<file path="src/rtl/alu_seq.sv">
// alu_seq: multi-cycle, handshaked ALU.
//   ADD/SUB/AND/NAND/OR/XOR/CMP/NOT and illegal codes finish in one cycle.
//   MUL (shift-add) and DIV (restoring) iterate for WIDTH_DATA EXEC cycles.
//   Optional feature macro: ALU_SEQ_MOD_EN enables op 14 MOD (DIV remainder);
//   without it op 14 is treated as illegal.
// Ports:
//   clk, rst_n            rising-edge clock, asynchronous active-low reset
//   in_valid / in_ready   request handshake (in_ready high only in IDLE)
//   operand_a, operand_b  unsigned operands, latched on acceptance
//   op_code               5-bit operation code
//   out_valid / out_ready result handshake; result and flags held until accepted
//   result                registered result
//   flag_zero, flag_neg, flag_carry, flag_ovf, flag_dz, flag_ill   status flags
module alu_seq #(
  parameter int WIDTH_DATA = 32,
  parameter int CNT_W      = $clog2(WIDTH_DATA + 1)
) (
  input  logic                  clk,
  input  logic                  rst_n,
  input  logic                  in_valid,
  output logic                  in_ready,
  input  logic [WIDTH_DATA-1:0] operand_a,
  input  logic [WIDTH_DATA-1:0] operand_b,
  input  logic [4:0]            op_code,
  output logic                  out_valid,
  input  logic                  out_ready,
  output logic [WIDTH_DATA-1:0] result,
  output logic                  flag_zero,
  output logic                  flag_neg,
  output logic                  flag_carry,
  output logic                  flag_ovf,
  output logic                  flag_dz,
  output logic                  flag_ill
);

  localparam int W = WIDTH_DATA;

  localparam logic [4:0] OP_ADD  = 5'd4;
  localparam logic [4:0] OP_SUB  = 5'd5;
  localparam logic [4:0] OP_MUL  = 5'd6;
  localparam logic [4:0] OP_DIV  = 5'd7;
  localparam logic [4:0] OP_AND  = 5'd8;
  localparam logic [4:0] OP_NAND = 5'd9;
  localparam logic [4:0] OP_OR   = 5'd10;
  localparam logic [4:0] OP_XOR  = 5'd11;
  localparam logic [4:0] OP_CMP  = 5'd12;
  localparam logic [4:0] OP_NOT  = 5'd13;
`ifdef ALU_SEQ_MOD_EN
  localparam logic [4:0] OP_MOD  = 5'd14;
`endif

  typedef enum logic [1:0] {ST_IDLE, ST_EXEC, ST_DONE} state_t;

  state_t           r_state;
  logic [4:0]       r_op;
  logic [W-1:0]     r_b;
  logic [W-1:0]     r_hi;   // MUL: product high half; DIV: partial remainder
  logic [W-1:0]     r_lo;   // MUL: multiplier/product low half; DIV: dividend/quotient
  logic [CNT_W-1:0] r_cnt;
  logic [W-1:0]     r_result;
  logic             r_out_valid, r_zero, r_neg, r_carry, r_ovf, r_dz, r_ill;

  // single-cycle datapath, evaluated on the live inputs at acceptance
  logic [W:0]   w_add, w_sub;
  logic [W-1:0] w_res;
  logic         w_carry, w_ovf, w_ill, w_dz, w_iter;

  always_comb begin
    w_add   = {1'b0, operand_a} + {1'b0, operand_b};
    w_sub   = {1'b0, operand_a} - {1'b0, operand_b};
    w_res   = '0;
    w_carry = 1'b0;
    w_ovf   = 1'b0;
    w_ill   = 1'b0;
    w_dz    = 1'b0;
    w_iter  = 1'b0;
    case (op_code)
      OP_ADD: begin
        w_res   = w_add[W-1:0];
        w_carry = w_add[W];
        w_ovf   = (operand_a[W-1] == operand_b[W-1]) && (w_add[W-1] != operand_a[W-1]);
      end
      OP_SUB: begin
        w_res   = w_sub[W-1:0];
        w_carry = w_sub[W];
        w_ovf   = (operand_a[W-1] != operand_b[W-1]) && (w_sub[W-1] != operand_a[W-1]);
      end
      OP_MUL: w_iter = 1'b1;
      OP_DIV: begin
        if (operand_b == '0) w_dz = 1'b1;
        else                 w_iter = 1'b1;
      end
`ifdef ALU_SEQ_MOD_EN
      OP_MOD: begin
        if (operand_b == '0) w_dz = 1'b1;
        else                 w_iter = 1'b1;
      end
`endif
      OP_AND:  w_res = operand_a & operand_b;
      OP_NAND: w_res = ~(operand_a & operand_b);
      OP_OR:   w_res = operand_a | operand_b;
      OP_XOR:  w_res = operand_a ^ operand_b;
      OP_CMP: begin
        if (operand_a == operand_b)     w_res = '0;
        else if (operand_a > operand_b) w_res = W'(1);
        else                            w_res = '1;
      end
      OP_NOT:  w_res = ~operand_a;
      default: w_ill = 1'b1;
    endcase
  end

  // one iteration step of the shared MUL / DIV unit
  logic [W:0]   w_madd, w_shift, w_diff;
  logic [W-1:0] w_hi_nxt, w_lo_nxt, w_fin;

  always_comb begin
    w_madd  = {1'b0, r_hi} + (r_lo[0] ? {1'b0, r_b} : '0);
    w_shift = {r_hi, r_lo[W-1]};
    w_diff  = w_shift - {1'b0, r_b};
    if (r_op == OP_MUL) begin
      // add multiplicand on multiplier LSB, then shift {carry,hi,lo} right
      w_hi_nxt = w_madd[W:1];
      w_lo_nxt = {w_madd[0], r_lo[W-1:1]};
    end else if (!w_diff[W]) begin
      // trial subtraction fits: keep it, quotient bit 1
      w_hi_nxt = w_diff[W-1:0];
      w_lo_nxt = {r_lo[W-2:0], 1'b1};
    end else begin
      w_hi_nxt = w_shift[W-1:0];
      w_lo_nxt = {r_lo[W-2:0], 1'b0};
    end
`ifdef ALU_SEQ_MOD_EN
    w_fin = (r_op == OP_MOD) ? w_hi_nxt : w_lo_nxt;
`else
    w_fin = w_lo_nxt;
`endif
  end

  always_ff @(posedge clk or negedge rst_n) begin
    if (!rst_n) begin
      r_state     <= ST_IDLE;
      r_op        <= '0;
      r_b         <= '0;
      r_hi        <= '0;
      r_lo        <= '0;
      r_cnt       <= '0;
      r_result    <= '0;
      r_out_valid <= 1'b0;
      r_zero      <= 1'b0;
      r_neg       <= 1'b0;
      r_carry     <= 1'b0;
      r_ovf       <= 1'b0;
      r_dz        <= 1'b0;
      r_ill       <= 1'b0;
    end else begin
      case (r_state)
        ST_IDLE: begin
          if (in_valid) begin
            r_op  <= op_code;
            r_b   <= operand_b;
            r_hi  <= '0;
            r_lo  <= operand_a;
            r_cnt <= '0;
            if (w_iter) begin
              r_state <= ST_EXEC;
            end else begin
              r_state     <= ST_DONE;
              r_out_valid <= 1'b1;
              r_result    <= w_res;
              r_zero      <= !w_ill && (w_res == '0);
              r_neg       <= w_res[W-1];
              r_carry     <= w_carry;
              r_ovf       <= w_ovf;
              r_dz        <= w_dz;
              r_ill       <= w_ill;
            end
          end
        end
        ST_EXEC: begin
          r_hi  <= w_hi_nxt;
          r_lo  <= w_lo_nxt;
          r_cnt <= r_cnt + CNT_W'(1);
          if (r_cnt == CNT_W'(W - 1)) begin
            r_state     <= ST_DONE;
            r_out_valid <= 1'b1;
            r_result    <= w_fin;
            r_zero      <= (w_fin == '0);
            r_neg       <= w_fin[W-1];
            r_carry     <= 1'b0;
            r_ovf       <= (r_op == OP_MUL) && (w_hi_nxt != '0);
            r_dz        <= 1'b0;
            r_ill       <= 1'b0;
          end
        end
        ST_DONE: begin
          if (out_ready) begin
            r_state     <= ST_IDLE;
            r_out_valid <= 1'b0;
          end
        end
        default: r_state <= ST_IDLE;
      endcase
    end
  end

  assign in_ready   = (r_state == ST_IDLE);
  assign out_valid  = r_out_valid;
  assign result     = r_result;
  assign flag_zero  = r_zero;
  assign flag_neg   = r_neg;
  assign flag_carry = r_carry;
  assign flag_ovf   = r_ovf;
  assign flag_dz    = r_dz;
  assign flag_ill   = r_ill;

endmodule
</file>
<file path="config.mk">
export PLATFORM = sky130hd
export DESIGN_NAME = alu_seq
export DESIGN_NICKNAME = d
export VERILOG_FILES = /design/src/rtl/alu_seq.sv
export SDC_FILE = /design/constraint.sdc
export NUM_CORES = 1
export LEC_CHECK = 0
export BUFFER_PORTS_ARGS = -buffer_cell sky130_fd_sc_hd__buf_2
export CORE_MARGIN = 4
export CORE_UTILIZATION = 45
export CTS_CLUSTER_DIAMETER = 30
export DETAILED_ROUTE_END_ITERATION = 10
export SKIP_LAST_GASP = 1
export SLEW_MARGIN = 20
export SYNTH_ARGS = -nofsm -noshare
export SYNTH_HDL_FRONTEND = slang
export SYNTH_SLANG_ARGS = --single-unit
</file>
<file path="constraint.sdc">
create_clock -name clk -period 4.7 [get_ports clk]
set_input_delay 0.94 -clock clk [delete_from_list [all_inputs] [get_ports clk]]
set_output_delay 0.94 -clock clk [all_outputs]
set_load 0.02 [all_outputs]
</file>
* Yosys cells after proc, flatten, opt, wreduce, memory -nomap -nowiden
Cells that the tools add are included.
** Cells by class
- $add $sub $neg :: 5
- Muxes and demuxes :: 57
- Bitwise operators :: 5
- Order comparisons :: 1
- Eq/ne operators :: 23
- Reductions and logical operators :: 17
** Operator list (number)
- $mux 32 :: 11
- $pmux 32 s8 :: 1
- $pmux 32 s2 :: 3
- $logic_not 32->1 :: 3
- $add 32x32->33 :: 2
- $not 32->32 :: 2
- $sub 32x32->33 :: 1
- $sub 33x32->33 :: 1
- $and 32x32->32 :: 1
- $eq 32x32->1 :: 1
- $gt 32x32->1 :: 1
- $or 32x32->32 :: 1
- $reduce_bool 32->1 :: 1
- $xor 32x32->32 :: 1
- $eq 5x4->1 const B :: 6
- $eq 5x3->1 const B :: 5
- $mux 1 :: 25
- $pmux 1 s2 :: 9
- $pmux 6 s2 :: 1
- $reduce_or 10->1 :: 1
- $mux 2 :: 4
- $ne 2x2->1 const B :: 4
- $add 6x1->6 const B :: 1
- $eq 6x5->1 const B :: 1
- other kinds (15) :: 21
** Word-level totals
- Word-level logic and storage cells :: 122
- Register bits :: 148
- Input port bits :: 73

* Longest topological paths before layout
Gate-level depths: netlist of the first run.
- Word-level depth :: 9
- Mapped depth :: 18
- Mapped depth without buffers :: 16

* Worst setup path after synthesis of the first run
No wires, ideal clock.
- Path kind :: input to register
- Start :: input port operand_a[6]
- End :: register r_zero (netlist: flag_zero)
- Path buffers :: 2
- Library setup time :: 0.066 ns
- Arrival time :: 4.372 ns
- Cell stages on the path :: 15
- Required time :: 4.634 ns
- Path slack :: 0.262 ns
- Cells stage by stage :: inv_1 ha_1 buf_6 or4_4 o31ai_4 a2111oi_4 a21oi_4 o21bai_4 and2_4 buf_6 or4_4 a2111oi_4 nand4_1 or4_1 nand2_1
** On the way
- Cells in the longest elaborated chain, start to end :: 9
- Elaborated cells on any way between the ends :: 17
- Classes of those cells :: 2 x add/sub; 1 x order compare; 1 x eq/ne; 6 x mux; 5 x bitwise; 2 x reduce/logical
** RTL lines
- start, declared :: RTL line 22 : input logic [WIDTH_DATA-1:0] operand_a,
- $gt 32x32->1 :: RTL line 105 : else if (operand_a > operand_b) w_res = W'(1);
- $mux 32 :: RTL line 105
- $mux 32 :: RTL line 104 : if (operand_a == operand_b) w_res = '0;
- $pmux 32 s8 (*) :: RTL line 77 : case (op_code)
- $logic_not 32->1 (*) :: RTL line 171 : r_zero <= !w_ill && (w_res == '0);
- $logic_and 1x1->1 (*) :: RTL line 171
- $mux 1 (*) :: RTL line 165 : if (w_iter) begin
- $mux 1 (*) :: RTL line 159 : if (in_valid) begin
- $pmux 1 s2 (*) :: RTL line 157 : case (r_state)
- end signal, assigned :: RTL line 171
- end signal, assigned :: RTL line 188 : r_zero <= (w_fin == '0);
- end, declared :: RTL line 61 : logic r_out_valid, r_zero, r_neg, r_carry, r_ovf, r_dz, r_ill;
Every way passes the cells marked *; elsewhere a longest branch is shown, timed or not. The select of a mux whose other input is x is not followed.
A chain may end at the register's enable or synchronous reset.

* Worst setup path after layout of the first run
- Start :: register r_lo[31]
- End :: register r_ovf (netlist: flag_ovf)
** On the way
- Cells in the longest elaborated chain, start to end :: 7
** RTL lines
- start, declared :: RTL line 58 : logic [W-1:0] r_lo;
- start signal, assigned :: RTL line 163 : r_lo <= operand_a;
- start signal, assigned :: RTL line 182 : r_lo <= w_lo_nxt;
- $sub 33x32->33 :: RTL line 120 : w_diff = w_shift - {1'b0, r_b};
- $mux 32 (*) :: RTL line 125 : end else if (!w_diff[W]) begin
- $mux 32 (*) :: RTL line 121 : if (r_op == OP_MUL) begin
- $reduce_bool 32->1 (*) :: RTL line 191 : r_ovf <= (r_op == OP_MUL) && (w_hi_nxt != '0);
- $logic_and 1x1->1 (*) :: RTL line 191
- $mux 1 (*) :: RTL line 184 : if (r_cnt == CNT_W'(W - 1)) begin
- $pmux 1 s2 (*) :: RTL line 157
- end signal, assigned :: RTL line 174 : r_ovf <= w_ovf;
- end signal, assigned :: RTL line 191
- end, declared :: RTL line 61
Marks and branches as above.

==> results.txt, run 1 <==
----------------------------------------------------
[Routing]
  Sum of routed wire length over all layers ... ~70 mm
  DRT iter0 DRCs ... about 2100
  Number of iterations in the first detailed-routing pass ... 6
  Post-route ant nets ... 0
  Wire length per cell ... ~23 µm
  Vias/cell ... roughly 6.2
  Via count of the routed design ... ~19000
  DRC errors left ... 0

[Place]
  Post-DP HPWL ... 55.24 mm
  Pre-CTS WS ... -0.2300 ns
  Quantity of I/O buffers inserted on ports ... between 100 and 150
  Placer congestion estimate ... a little over 1

[Timing]
  Worst Slack Setup Final ... 0.2321 ns
  Fmax ... approximately 0.22 GHz
  # setup viols final ... 0
  RSZ-0062 raised after global routing ... yes
  Post-route clock period utilization ... 0.9506
  Min cycle time layout ... around 4.5 ns
  Clk_skew ... slightly below 0.01 ns
  TNS Setup ... 0 ns
  Count of endpoints failing hold in the final timing report ... 0
  Max Transition Viols Final ... 0
  Worst slew pin tran ... 1.028 ns
  Worst relative slew slack ... 0.3050

[CTS]
  CTS clock-pin slew for the worst setup and hold paths ... about 0.06 ns
  Count of H-tree levels built during CTS ... 4
  Root buffer cell ... sky130_fd_sc_hd__clkbuf_16
  Sinks on Clock Net ... 147
  TritonCTS clock tree ... yes
  Clk buf depth ... 2
  Number of buffers inserted during clock tree synthesis ... 17
  Skew-Pair Late Insertion Delay ... 0.44 ns
  Number of buffers added to fix hold violations after cts ... 0

[Die]
  Total number of placement rows ... 70
  Initial Utilization ... 0.4596
  X dimension of the die ... about 200 µm
  Chip Height ... slightly above 200 µm
  CORE AREA ... 36960 µm²
  I/O pin cnt ... 113
  Die Area ... between 40000 and 50000 µm²

[Global route]
  All-Layer GR Usage ... 0.3292
  Number of global-route vias before repair ... approximately 18000
  Aggregate global routing overflow ... 0
  Global-route wire length before repair ... around 110 mm
  Maximum number of pins on one net before global-route repair ... 96
  Initial antenna violation count ... 0

[Layout]
  Proportion of layout cells with a drive suffix above 1 ... 0.1653
  Number of inserted filler cells in the final layout ... 3685
  Final nets ... 2704
  Area delta synth->final ... 17.13%
  Sequential Area ... 3679 µm²
  Number of antenna diodes ... 0
  Multi-input combinational cell area ... ~12000 µm²

[Worst setup path]
  Worst Setup End Kind ... flip-flop
  Worst setup path class ... reg -> reg
  Maximum fanout along the worst path ... 9
  Most common cell type on the critical path ... sky130_fd_sc_hd__buf_4
  Ordered cell list for the critical path ... inv_1, ha_1, inv_1, fa_1, a211oi_1, o21ai_1, o2111a_1, a21o_1, a41oi_1, buf_4, xnor2_2, buf_4, mux2_2, mux2i_1, and4_1, nand4_1, o31ai_1, buf_4, nand2_1
  Worst stage delay on the critical path ... 0.45 ns
  Type of origin of the critical path ... flip-flop
  Buffers and inverters on the worst path ... 5
  WP data arrival ... between 4 and 5 ns
  Required time at the worst-slack endpoint ... around 5 ns
  Slowest CP cell ... sky130_fd_sc_hd__dfrtp_1
  Cell class contributing the biggest share of worst-path delay ... compound AO/OA/AOI/OAI gates

[Hold path]
  Worst hold-check path type ... reg -> reg

[Synth]
  Most common cell in the netlist ... sky130_fd_sc_hd__nand2_1
  Synth Flop Type ... sky130_fd_sc_hd__dfrtp_1
  Synthesized area per cell ... 7.506 µm²
  Number of distinct library cell variants in the gate-level netlist after synthesis ... 91
  Cell type contributing the most total cell area after synthesis ... sky130_fd_sc_hd__dfrtp_1
  Number of synthesized register bits ... ~150
  Share of synthesized area occupied by flip-flops and latches ... 0.2166
  Yosys top cell area share ... 0.2166
  Count of yosys warnings during synthesis ... 0
  Leading post-synthesis cells by cell area ... sky130_fd_sc_hd__dfrtp_1, sky130_fd_sc_hd__ha_1, sky130_fd_sc_hd__o21ai_0
  EDFF count, synth ... 0
  Fraction of registers with async set/reset ... 1.000
  Commonest cells in the synthesized netlist ... sky130_fd_sc_hd__nand2_1, sky130_fd_sc_hd__o21ai_0, sky130_fd_sc_hd__ha_1, sky130_fd_sc_hd__a21oi_1, sky130_fd_sc_hd__inv_1
  Cell count after synthesis ... approximately 2300
  Netlist area before placement ... 16990 µm²
  Post-Synthesis Net Count ... between 2000 and 3000

[Status]
  Outcome ... complete, no violations

[Pwr]
  Power density normalized to cell area ... between 300 and 400 nW/µm²
  Peak VDD IR ... around 250 µV
  Lkg Pwr ... ~9.7 nW

[Run]
  # Max-Cap Violations ... 0

----------------------------------------------------
[what timing repair did]
item                                    CTS  global route
endpoints found under the setup margin    0             2
resized for setup                         0             3
hold endpoints to repair                  0             0
buffers inserted                          0             0
[worst reg2reg max path: stages, from the launching register on]
cell and delay [ns]:
sky130_fd_sc_hd__dfrtp_1 0.45, sky130_fd_sc_hd__inv_1 0.10, sky130_fd_sc_hd__ha_1 0.15, sky130_fd_sc_hd__inv_1 0.05, sky130_fd_sc_hd__fa_1 0.39, sky130_fd_sc_hd__a211oi_1 0.23
sky130_fd_sc_hd__o21ai_1 0.14, sky130_fd_sc_hd__o2111a_1 0.29, sky130_fd_sc_hd__a21o_1 0.26, sky130_fd_sc_hd__a41oi_1 0.22, sky130_fd_sc_hd__buf_4 0.16, sky130_fd_sc_hd__xnor2_2 0.20
sky130_fd_sc_hd__buf_4 0.27, sky130_fd_sc_hd__mux2_2 0.36, sky130_fd_sc_hd__mux2i_1 0.17, sky130_fd_sc_hd__and4_1 0.22, sky130_fd_sc_hd__nand4_1 0.16, sky130_fd_sc_hd__o31ai_1 0.30
sky130_fd_sc_hd__buf_4 0.18, sky130_fd_sc_hd__nand2_1 0.05
[layout by cell type, fill, tap and decap left out, types with 8 or more instances in the layout]
cell type,count
sky130_fd_sc_hd__a2111oi_0,11
sky130_fd_sc_hd__a31oi_1,27
sky130_fd_sc_hd__o211ai_1,37
sky130_fd_sc_hd__nor2_1,114
sky130_fd_sc_hd__nor2b_1,16
sky130_fd_sc_hd__and3_1,12
sky130_fd_sc_hd__ha_1,164
sky130_fd_sc_hd__buf_2,111
sky130_fd_sc_hd__o221ai_1,16
sky130_fd_sc_hd__o2bb2ai_1,9
sky130_fd_sc_hd__clkbuf_16,17
sky130_fd_sc_hd__mux2i_1,54
sky130_fd_sc_hd__and2_1,46
sky130_fd_sc_hd__a21oi_1,162
sky130_fd_sc_hd__a22oi_1,37
sky130_fd_sc_hd__o22ai_1,22
sky130_fd_sc_hd__buf_4,204
sky130_fd_sc_hd__nand4_1,30
sky130_fd_sc_hd__a21o_1,56
sky130_fd_sc_hd__dfrtp_1,147
sky130_fd_sc_hd__o21a_1,17
sky130_fd_sc_hd__nand2b_1,34
sky130_fd_sc_hd__xor2_1,30
sky130_fd_sc_hd__nand3_1,71
sky130_fd_sc_hd__nand2_1,264
sky130_fd_sc_hd__nor3_1,44
sky130_fd_sc_hd__o31ai_1,22
sky130_fd_sc_hd__xnor2_1,38
sky130_fd_sc_hd__inv_1,148
sky130_fd_sc_hd__nor4_1,25
sky130_fd_sc_hd__o21ai_1,8
sky130_fd_sc_hd__o21ai_0,222
sky130_fd_sc_hd__o2111ai_1,8
sky130_fd_sc_hd__or3_1,11
sky130_fd_sc_hd__a211o_1,10
sky130_fd_sc_hd__o21bai_1,19
sky130_fd_sc_hd__a221oi_1,12
sky130_fd_sc_hd__a211oi_1,29
[cell type report]
class,count,share of cell area
Clock buffer,20,0.02346
Clock inverter,11,0.005282
Inverter,153,0.02886
Multi-Input combinational cell,1825,0.6173
Sequential cell,147,0.1849
Tap cell,504,0.03169
Timing Repair Buffer,319,0.1085
[routing by layer]
layer,vias to the layer above,routed length (µm),share of wire,global-route usage
met3,154,5210,0.075,0.03963
li1,8682,-,-,-
met5,-,0,0,0
met4,0,3134,0.045,0.1409
met2,845,30790,0.44,0.5108
met1,8926,30730,0.44,0.4636
[final timing paths]
| check | from | endpoint | slack (ns) | depth (start not counted) |
|---|---|---|---|---|
| setup / recovery | r_lo[31] | flag_ovf | 0.23 | 19 |
| max in group asynchronous | rst_n | result[13] | 3.30 | 2 |
| hold reg to reg | r_op[3] | r_op[3] | 0.47 | 2 |
| hold / removal | r_op[3] | r_op[3] | 0.47 | 2 |
| setup reg to reg | r_lo[31] | flag_ovf | 0.23 | 19 |
| min in group asynchronous | rst_n | r_hi[31] | 0.60 | 1 |
[logic make-up after synthesis]
kind of cell	count (synthesis)	share of synthesized area
compound gates	802	0.3121
simple gates	723	0.2071
buf+inv	291	0.06548
fa+ha+maj	168	0.1255
flops	147	0.2166
xor+xnor	70	0.03609
mux	62	0.03712
[state kept, by name, indices dropped and copies added (netlist names)]
signal,flops
r_b,32
r_hi,32
r_lo,32
result,32
r_cnt,6
r_op,5
r_state,2
flag_carry,1
flag_dz,1
flag_ill,1
flag_ovf,1
flag_zero,1
out_valid,1
[power breakdown]
part	switching (W)	internal, W	total, W
logic	0.00188	0.00114	0.00302
registers	0.000263	0.00154	0.00181
clock network	0.000569	0.000768	0.00134
[metrics by stage]
step / util / instances / area, µm² / power [W] / hold WS (ns)
detailed placement: 0.5223 / 2948 / 19310 / 0.004756 / 0.4589
floorplan: - / 2263 / 16990 / 0.003634 / 0.4376
global route: 0.5383 / 2979 / 19900 / 0.006519 / 0.4920
global placement: 0.5223 / 2948 / 19310 / 0.004737 / 0.4538
finish: 0.5383 / 2979 / 19900 / 0.006168 / 0.4733
CTS: 0.5378 / 2979 / 19880 / 0.006118 / 0.4733
(Power assumes the default switching activity.)
==> inputs of run 2 (changes only) <==
--- a/config.mk
+++ b/config.mk
@@ -10,6 +10,7 @@
 export CORE_UTILIZATION = 45
 export CTS_CLUSTER_DIAMETER = 30
 export DETAILED_ROUTE_END_ITERATION = 10
+export GPL_TIMING_DRIVEN = 0
 export SKIP_LAST_GASP = 1
 export SLEW_MARGIN = 20
 export SYNTH_ARGS = -nofsm -noshare
==> constraint.sdc (replaced) <==
create_clock -name clk -period 4.75 [get_ports clk]
set_input_delay 0.95 -clock clk [delete_from_list [all_inputs] [get_ports clk]]
set_output_delay 0.95 -clock clk [all_outputs]
set_load 0.02 [all_outputs]
==> results.txt, run 2 (same netlist as run 1, synthesis figures left out) <==
----------------------------------------------------
[CTS]
  Clk buf depth ... 2 (unchanged)
  Number of buffers added to fix hold violations after cts ... 0 (unchanged)
  TritonCTS clock tree ... yes
  CTS clock-pin slew for the worst setup and hold paths ... 0.06 ns (about the same)
  Root buffer cell ... sky130_fd_sc_hd__clkbuf_16
  Count of H-tree levels built during CTS ... 4 (unchanged)
  Sinks on Clock Net ... 147 (unchanged)
  Skew-Pair Late Insertion Delay ... 0.44 ns (about the same)
  Number of buffers inserted during clock tree synthesis ... 17 (unchanged)

[Timing]
  Worst relative slew slack ... 0.2932 (-0.01179)
  Fmax ... roughly 0.2 GHz
  Clk_skew ... 0.01024 ns (+0.0004884 ns)
  Count of endpoints failing hold in the final timing report ... 0 (unchanged)
  RSZ-0062 raised after global routing ... yes
  # setup viols final ... 2 (+2)
  Max Transition Viols Final ... 0 (unchanged)
  Worst Slack Setup Final ... -0.2219 ns (-0.4540 ns)
  Min cycle time layout ... 4.972 ns
  Worst slew pin tran ... 1.060 ns (+0.03217 ns)
  Post-route clock period utilization ... 1.047

[Place]
  Post-placement cell count ... 2882 (-2.2%)
  Instance area at placement ... 18280 µm² (-5.3%)
  Quantity of I/O buffers inserted on ports ... 110 (-1.8%)
  Pre-CTS WS ... -1.110 ns (-0.8797 ns)
  Post-DP HPWL ... 61.05 mm (+11%)
  Placer congestion estimate ... 0.9991 (-0.70%)

[Layout]
  Leading cell types in the layout, fill and taps excluded ... sky130_fd_sc_hd__nand2_1, sky130_fd_sc_hd__o21ai_0, sky130_fd_sc_hd__ha_1
  Final std cell area, no fill ... 19130 µm² (-3.9%)
  Proportion of layout cells with a drive suffix above 1 ... 0.1030 (-0.06226)
  Number of antenna diodes ... 0 (unchanged)
  Final Non-Filler Cells ... 2912 (-2.2%)
  Area delta synth->final ... 12.60%
  Final core utilization ... 0.5175 (-0.02082)
  Final nets ... 2639 (-2.4%)
  Most common cell after layout, fill and taps aside ... sky130_fd_sc_hd__nand2_1

[Global route]
  Maximum number of pins on one net before global-route repair ... 87 (-9.4%)
  M2 GR Usage ... 0.5869 (+0.07612)
  Initial antenna violation count ... 0 (unchanged)
  Number of global-route vias before repair ... 18405 (+3.8%)
  Aggregate global routing overflow ... 0 (unchanged)
  Global-route layer with the greatest usage ... met2
  All-Layer GR Usage ... 0.3644 (+0.03526)
  Met1 Track Usage GR ... 0.4631 (about the same)
  Met3 track demand over resource in global routing ... 0.05840 (+0.01877)
  Global-route wire length before repair ... 114.6 mm (+7.7%)

[Hold path]
  Worst hold-check path type ... in -> async

[Routing]
  Sum of routed wire length over all layers ... 77.23 mm (+11%)
  Wire length per cell ... 26.52 µm (+13%)
  Number of iterations in the first detailed-routing pass ... 8 (+2)
  Post-route ant nets ... 0 (unchanged)
  DRT iter0 DRCs ... 2293 (+11%)
  Via count of the routed design ... 18852 (+1.3%)
  Vias/cell ... 6.474 (+3.6%)
  DRC errors left ... 0 (unchanged)

[Worst setup path]
  Type of origin of the critical path ... input pin
  Source of the critical timing path ... op_code[2]
  WP data arrival ... 5.29 ns (+0.49 ns)
  Reg-to-reg critical path startpoint ... r_lo[31]
  Worst setup path class ... in -> reg
  Required time at the worst-slack endpoint ... 5.07 ns (+0.04 ns)
  Worst Setup End Kind ... flip-flop
  Maximum fanout along the worst path ... 10 (+1)

[Die]
  CORE AREA ... 36960 µm² (unchanged)
  I/O pin cnt ... 113 (unchanged)
  Die Area ... 40920 µm² (unchanged)
  Total number of placement rows ... 70 (unchanged)
  Initial Utilization ... 0.4596 (unchanged)
  Chip Height ... 202.3 µm (unchanged)
  X dimension of the die ... 202.3 µm (unchanged)

[Pwr]
  Lkg Pwr ... 8.967 nW (-7.1%)
  Power density normalized to cell area ... 321.4 nW/µm² (+3.7%)
  Final total power ... 0.006147 W (-0.34%)
  Peak VDD IR ... 183.6 µV (-27%)

[Status]
  Outcome ... finished, violations left
  Failing checks ... setup timing

[Run]
  # Max-Cap Violations ... 0 (unchanged)

----------------------------------------------------
## run 2: cell count changes in the layout (fill, tap and decap cells not counted), moves of 4 or more
cell / change
sky130_fd_sc_hd__clkbuf_2: +16
sky130_fd_sc_hd__clkbuf_1: +98
sky130_fd_sc_hd__buf_2: +4
sky130_fd_sc_hd__buf_1: +12
sky130_fd_sc_hd__nor4_4: +4
sky130_fd_sc_hd__buf_4: -197
sky130_fd_sc_hd__nor4_1: -5
sky130_fd_sc_hd__nor4b_1: -5
## run 2: area by class of cell
| type | count | area, µm² |
|---|---|---|
| Fill cell | 3738 | 17830 |
| Sequential cell | 147 | 3679 |
| Clock inverter | 11 | 138.9 |
| Multi-Input combinational cell | 1825 | 12460 |
| Buffer | 136 | 571.8 |
| Tap cell | 504 | 630.6 |
| Timing Repair Buffer | 118 | 635.6 |
| Inverter | 153 | 574.3 |
| Clock buffer | 18 | 439.2 |
## run 2: worst paths after layout
| check | end | slack (ns) | cells past startpoint |
|---|---|---|---|
| max | flag_zero | -0.22 | 13 |
| min | r_b[26] | 0.46 | 1 |
| max reg2reg | flag_ovf | 0.11 | 17 |
| min reg2reg | result[21] | 0.47 | 2 |
| max in group asynchronous | r_hi[2] | 3.44 | 2 |
| min in group clk | result[21] | 0.47 | 2 |
## run 2: per-stage QoR
step           setup TNS (ns)  hold slack (ns)
2_1_floorplan               0           0.4376
3_3_place_gp           -41.02           0.4520
3_5_place_dp           -12.22           0.4604
4_1_cts             -0.004594           0.4705
5_1_grt               -0.2801           0.4932
6_report              -0.3645           0.4627
## run 2: what timing repair did
item	in CTS	in global routing
resized for setup	44	27
pin swaps	2	5
endpoints found under the setup margin	11	19
buffers inserted	1	2
## run 2: critical path, stage by stage
cell and delay, ns:
sky130_fd_sc_hd__clkbuf_1 0.35, sky130_fd_sc_hd__or4b_2 0.62, sky130_fd_sc_hd__clkbuf_1 0.33, sky130_fd_sc_hd__nor2_1 0.30, sky130_fd_sc_hd__clkbuf_1 0.63, sky130_fd_sc_hd__buf_1 0.71, sky130_fd_sc_hd__nand2_1 0.11, sky130_fd_sc_hd__o211a_1 0.16
sky130_fd_sc_hd__o21ai_0 0.73, sky130_fd_sc_hd__a2111oi_4 0.04, sky130_fd_sc_hd__nand4_1 0.16, sky130_fd_sc_hd__or4_1 0.13, sky130_fd_sc_hd__nand2_1 0.05
## run 2: per-layer routing
metal | vias up | routed length [µm]
met5 | - | 0
met4 | 0 | 5170
met3 | 240 | 6065
met2 | 965 | 34790
met1 | 9078 | 31210
li1 | 8569 | -
## run 2: where the power goes
| part | switching [W] | internal (W) |
|---|---|---|
| combinational | 0.00200 | 0.00101 |
| sequential | 0.000228 | 0.00153 |
| clock | 0.000553 | 0.000826 |
==> inputs of run 3 (changes only) <==
==> config.mk (replaced) <==
export PLATFORM = sky130hd
export DESIGN_NAME = alu_seq
export DESIGN_NICKNAME = d
export VERILOG_FILES = /design/src/rtl/alu_seq.sv
export SDC_FILE = /design/constraint.sdc
export NUM_CORES = 1
export LEC_CHECK = 0
export BUFFER_PORTS_ARGS = -buffer_cell sky130_fd_sc_hd__buf_4
export CORE_MARGIN = 4
export CORE_UTILIZATION = 45
export CTS_CLUSTER_DIAMETER = 30
export DETAILED_ROUTE_END_ITERATION = 10
export GPL_TIMING_DRIVEN = 0
export SKIP_LAST_GASP = 1
export SYNTH_ARGS = -nofsm -noshare
export SYNTH_HDL_FRONTEND = slang
export SYNTH_SLANG_ARGS = --single-unit
==> results.txt, run 3 (same netlist as run 1, synthesis figures left out) <==
----------------------------------------------------
[Status]
  Outcome ... finished, violations left
  Failing checks ... setup timing

[Worst setup path]
  WP data arrival ... 5.19 ns (-0.10 ns)
  Required time at the worst-slack endpoint ... 5.13 ns (+0.06 ns)
  Worst Setup End Kind ... flip-flop
  Worst setup path class ... in -> reg
  Setup slack of the most critical reg-to-reg path ... 0.11 ns (about the same)
  Maximum fanout along the worst path ... 10 (unchanged)
  Type of origin of the critical path ... input pin

[Layout]
  Area delta synth->final ... 14.89%
  Leading cell types in the layout, fill and taps excluded ... sky130_fd_sc_hd__nand2_1, sky130_fd_sc_hd__o21ai_0, sky130_fd_sc_hd__ha_1
  Number of antenna diodes ... 0 (unchanged)
  Final std cell area, no fill ... 19520 µm² (+2.0%)
  Most common cell after layout, fill and taps aside ... sky130_fd_sc_hd__nand2_1
  Proportion of layout cells with a drive suffix above 1 ... 0.1054 (+0.002360)
  Number of inserted filler cells in the final layout ... 3687 (-1.4%)
  Final nets ... 2640 (+0.038%)

[Die]
  Die Area ... 40920 µm² (unchanged)
  Total number of placement rows ... 70 (unchanged)
  CORE AREA ... 36960 µm² (unchanged)
  I/O pin cnt ... 113 (unchanged)
  X dimension of the die ... 202.3 µm (unchanged)
  Initial Utilization ... 0.4596 (unchanged)
  Chip Height ... 202.3 µm (unchanged)

[Routing]
  DRC errors left ... 0 (unchanged)
  Via count of the routed design ... 18855 (+0.016%)
  Vias/cell ... 6.468 (about the same)
  Wire length per cell ... 26.34 µm (-0.67%)
  Post-route ant nets ... 0 (unchanged)
  Sum of routed wire length over all layers ... 76.79 mm (-0.57%)
  Number of iterations in the first detailed-routing pass ... 6 (-2)
  DRT iter0 DRCs ... 2458 (+7.2%)

[Place]
  Instance area at placement ... 18540 µm² (+1.4%)
  Placer congestion estimate ... 1.023 (+2.4%)
  Quantity of I/O buffers inserted on ports ... 110 (unchanged)
  Post-DP HPWL ... 60.43 mm (-1.0%)

[Timing]
  Clk_skew ... 0.01184 ns (+0.001601 ns)
  Post-route clock period utilization ... 1.011 (-0.03553)
  RSZ-0062 raised after global routing ... yes
  Max Transition Viols Final ... 0 (unchanged)
  Worst Slack Setup Final ... -0.05314 ns (+0.1688 ns)
  Count of endpoints failing hold in the final timing report ... 0 (unchanged)
  Worst slew pin tran ... 1.324 ns (+0.2637 ns)
  TNS Setup ... -0.05314 ns (+0.3114 ns)
  # setup viols final ... 1 (-1)
  Min cycle time layout ... 4.803 ns (-0.1688 ns)
  Fmax ... 0.2082 GHz (+3.5%)
  Worst relative slew slack ... 0.1106 (-0.1826)

[CTS]
  Count of H-tree levels built during CTS ... 4 (unchanged)
  Sinks on Clock Net ... 147 (unchanged)
  CTS clock-pin slew for the worst setup and hold paths ... 0.07 ns (about the same)
  Number of buffers inserted during clock tree synthesis ... 17 (unchanged)
  Root buffer cell ... sky130_fd_sc_hd__clkbuf_16
  Clk buf depth ... 2 (unchanged)
  Number of buffers added to fix hold violations after cts ... 0 (unchanged)
  Skew-Pair Late Insertion Delay ... 0.44 ns (about the same)
  TritonCTS clock tree ... yes

[Global route]
  Initial antenna violation count ... 1 (+1)
  Number of global-route vias before repair ... 18008 (-2.2%)
  Aggregate global routing overflow ... 0 (unchanged)
  All-Layer GR Usage ... 0.3596 (-0.004872)
  Global-route wire length before repair ... 112.6 mm (-1.7%)
  Maximum number of pins on one net before global-route repair ... 77 (-11%)

[Pwr]
  Internal power of the cells ... 0.003601 W (+7.1%)
  Switching part of the total ... 0.4380 (-0.01494)
  Comb pwr share ... 0.480 (-0.010)
  Lkg Pwr ... 9.085 nW (+1.3%)
  Power density normalized to cell area ... 328.3 nW/µm² (+2.2%)
  Part of the total power dissipated in sequential elements ... 0.274 (-0.012)
  Final total power ... 0.006408 W (+4.2%)
  Peak VDD IR ... 233.1 µV (+27%)
  Clock power frac ... 0.245 (+0.021)
  Net switching power ... 0.002806 W (+0.80%)

[Hold path]
  Worst hold-check path type ... reg -> reg

[Run]
  # Max-Cap Violations ... 0 (unchanged)

----------------------------------------------------
run 3: cell types whose count changed in the layout (fill, tap and decap cells not counted), sizes merged:
cell / previous run / this run
clkinv: 7 / 4
buf: 138 / 135
clkinvlp: 2 / 3
clkbuf: 134 / 138
bufinv: 3 / 6
inv: 152 / 153
run 3: final timing paths:
check                      cells after the start          to        from
setup / recovery                              16   flag_zero  op_code[3]
hold / removal                                 2  result[21]  result[21]
setup reg to reg                              16    flag_ovf     r_lo[0]
hold reg to reg                                2  result[21]  result[21]
max in group asynchronous                      2     r_lo[4]       rst_n
min in group asynchronous                      1     r_b[25]       rst_n
run 3: metrics by stage:
| step | cells | utilization | setup slack, ns | hold WS [ns] |
|---|---|---|---|---|
| 6_report | 2915 | 0.5280 | -0.05314 | 0.4732 |
| 5_1_grt | 2915 | 0.5280 | -0.03379 | 0.5012 |
| 4_1_cts | 2913 | 0.5226 | -0.3642 | 0.4744 |
| 3_5_place_dp | 2882 | 0.5016 | -1.168 | 0.4616 |
| 3_3_place_gp | 2877 | 0.4990 | -1.753 | 0.4549 |
| 2_1_floorplan | 2263 | - | 0.3019 | 0.4376 |
run 3: metal layers:
layer	share of wire	GRT usage
met2	0.45	0.5773
met3	0.083	0.05359
met5	0.00022	0
met1	0.40	0.4673
met4	0.065	0.1940
run 3: cell type report:
cell class,instances,area (µm²),area share
Clock inverter,13,230.2,0.01180
Tap cell,504,630.6,0.03231
Multi-Input combinational cell,1825,12470,0.6392
Timing Repair Buffer,119,920.9,0.04719
Buffer,136,568.0,0.02911
Sequential cell,147,3679,0.1885
Clock buffer,18,439.2,0.02250
Inverter,153,574.3,0.02943
run 3: critical path: stages:
cell	delay, ns
sky130_fd_sc_hd__buf_4	0.10
sky130_fd_sc_hd__clkbuf_1	0.36
sky130_fd_sc_hd__nor4b_2	0.10
sky130_fd_sc_hd__buf_4	0.21
sky130_fd_sc_hd__buf_4	0.19
sky130_fd_sc_hd__nand2_1	0.08
sky130_fd_sc_hd__clkbuf_1	0.53
sky130_fd_sc_hd__o211ai_1	0.16
sky130_fd_sc_hd__a211oi_1	0.60
sky130_fd_sc_hd__nand4b_1	0.19
sky130_fd_sc_hd__nor4_2	0.38
sky130_fd_sc_hd__nand4b_1	0.18
sky130_fd_sc_hd__nor4_2	0.41
sky130_fd_sc_hd__nand4_1	0.16
sky130_fd_sc_hd__or4_1	0.50
sky130_fd_sc_hd__nand2_1	0.08
run 3: repair_timing:
item | 4_1_cts | 5_1_grt
buffers inserted | 0 | 4
pin swaps | 0 | 7
endpoints found under the setup margin | 33 | 14
resized for setup | 32 | 45
run 3: power groups by stage:
stage | sequential [W] | clock, W | combinational (W)
2_1_floorplan | 0.00179 | 0 | 0.00181
3_3_place_gp | 0.00176 | 0 | 0.00287
3_5_place_dp | 0.00177 | 0 | 0.00291
4_1_cts | 0.00175 | 0.00157 | 0.00296
5_1_grt | 0.00178 | 0.00163 | 0.00330
6_report | 0.00176 | 0.00157 | 0.00308
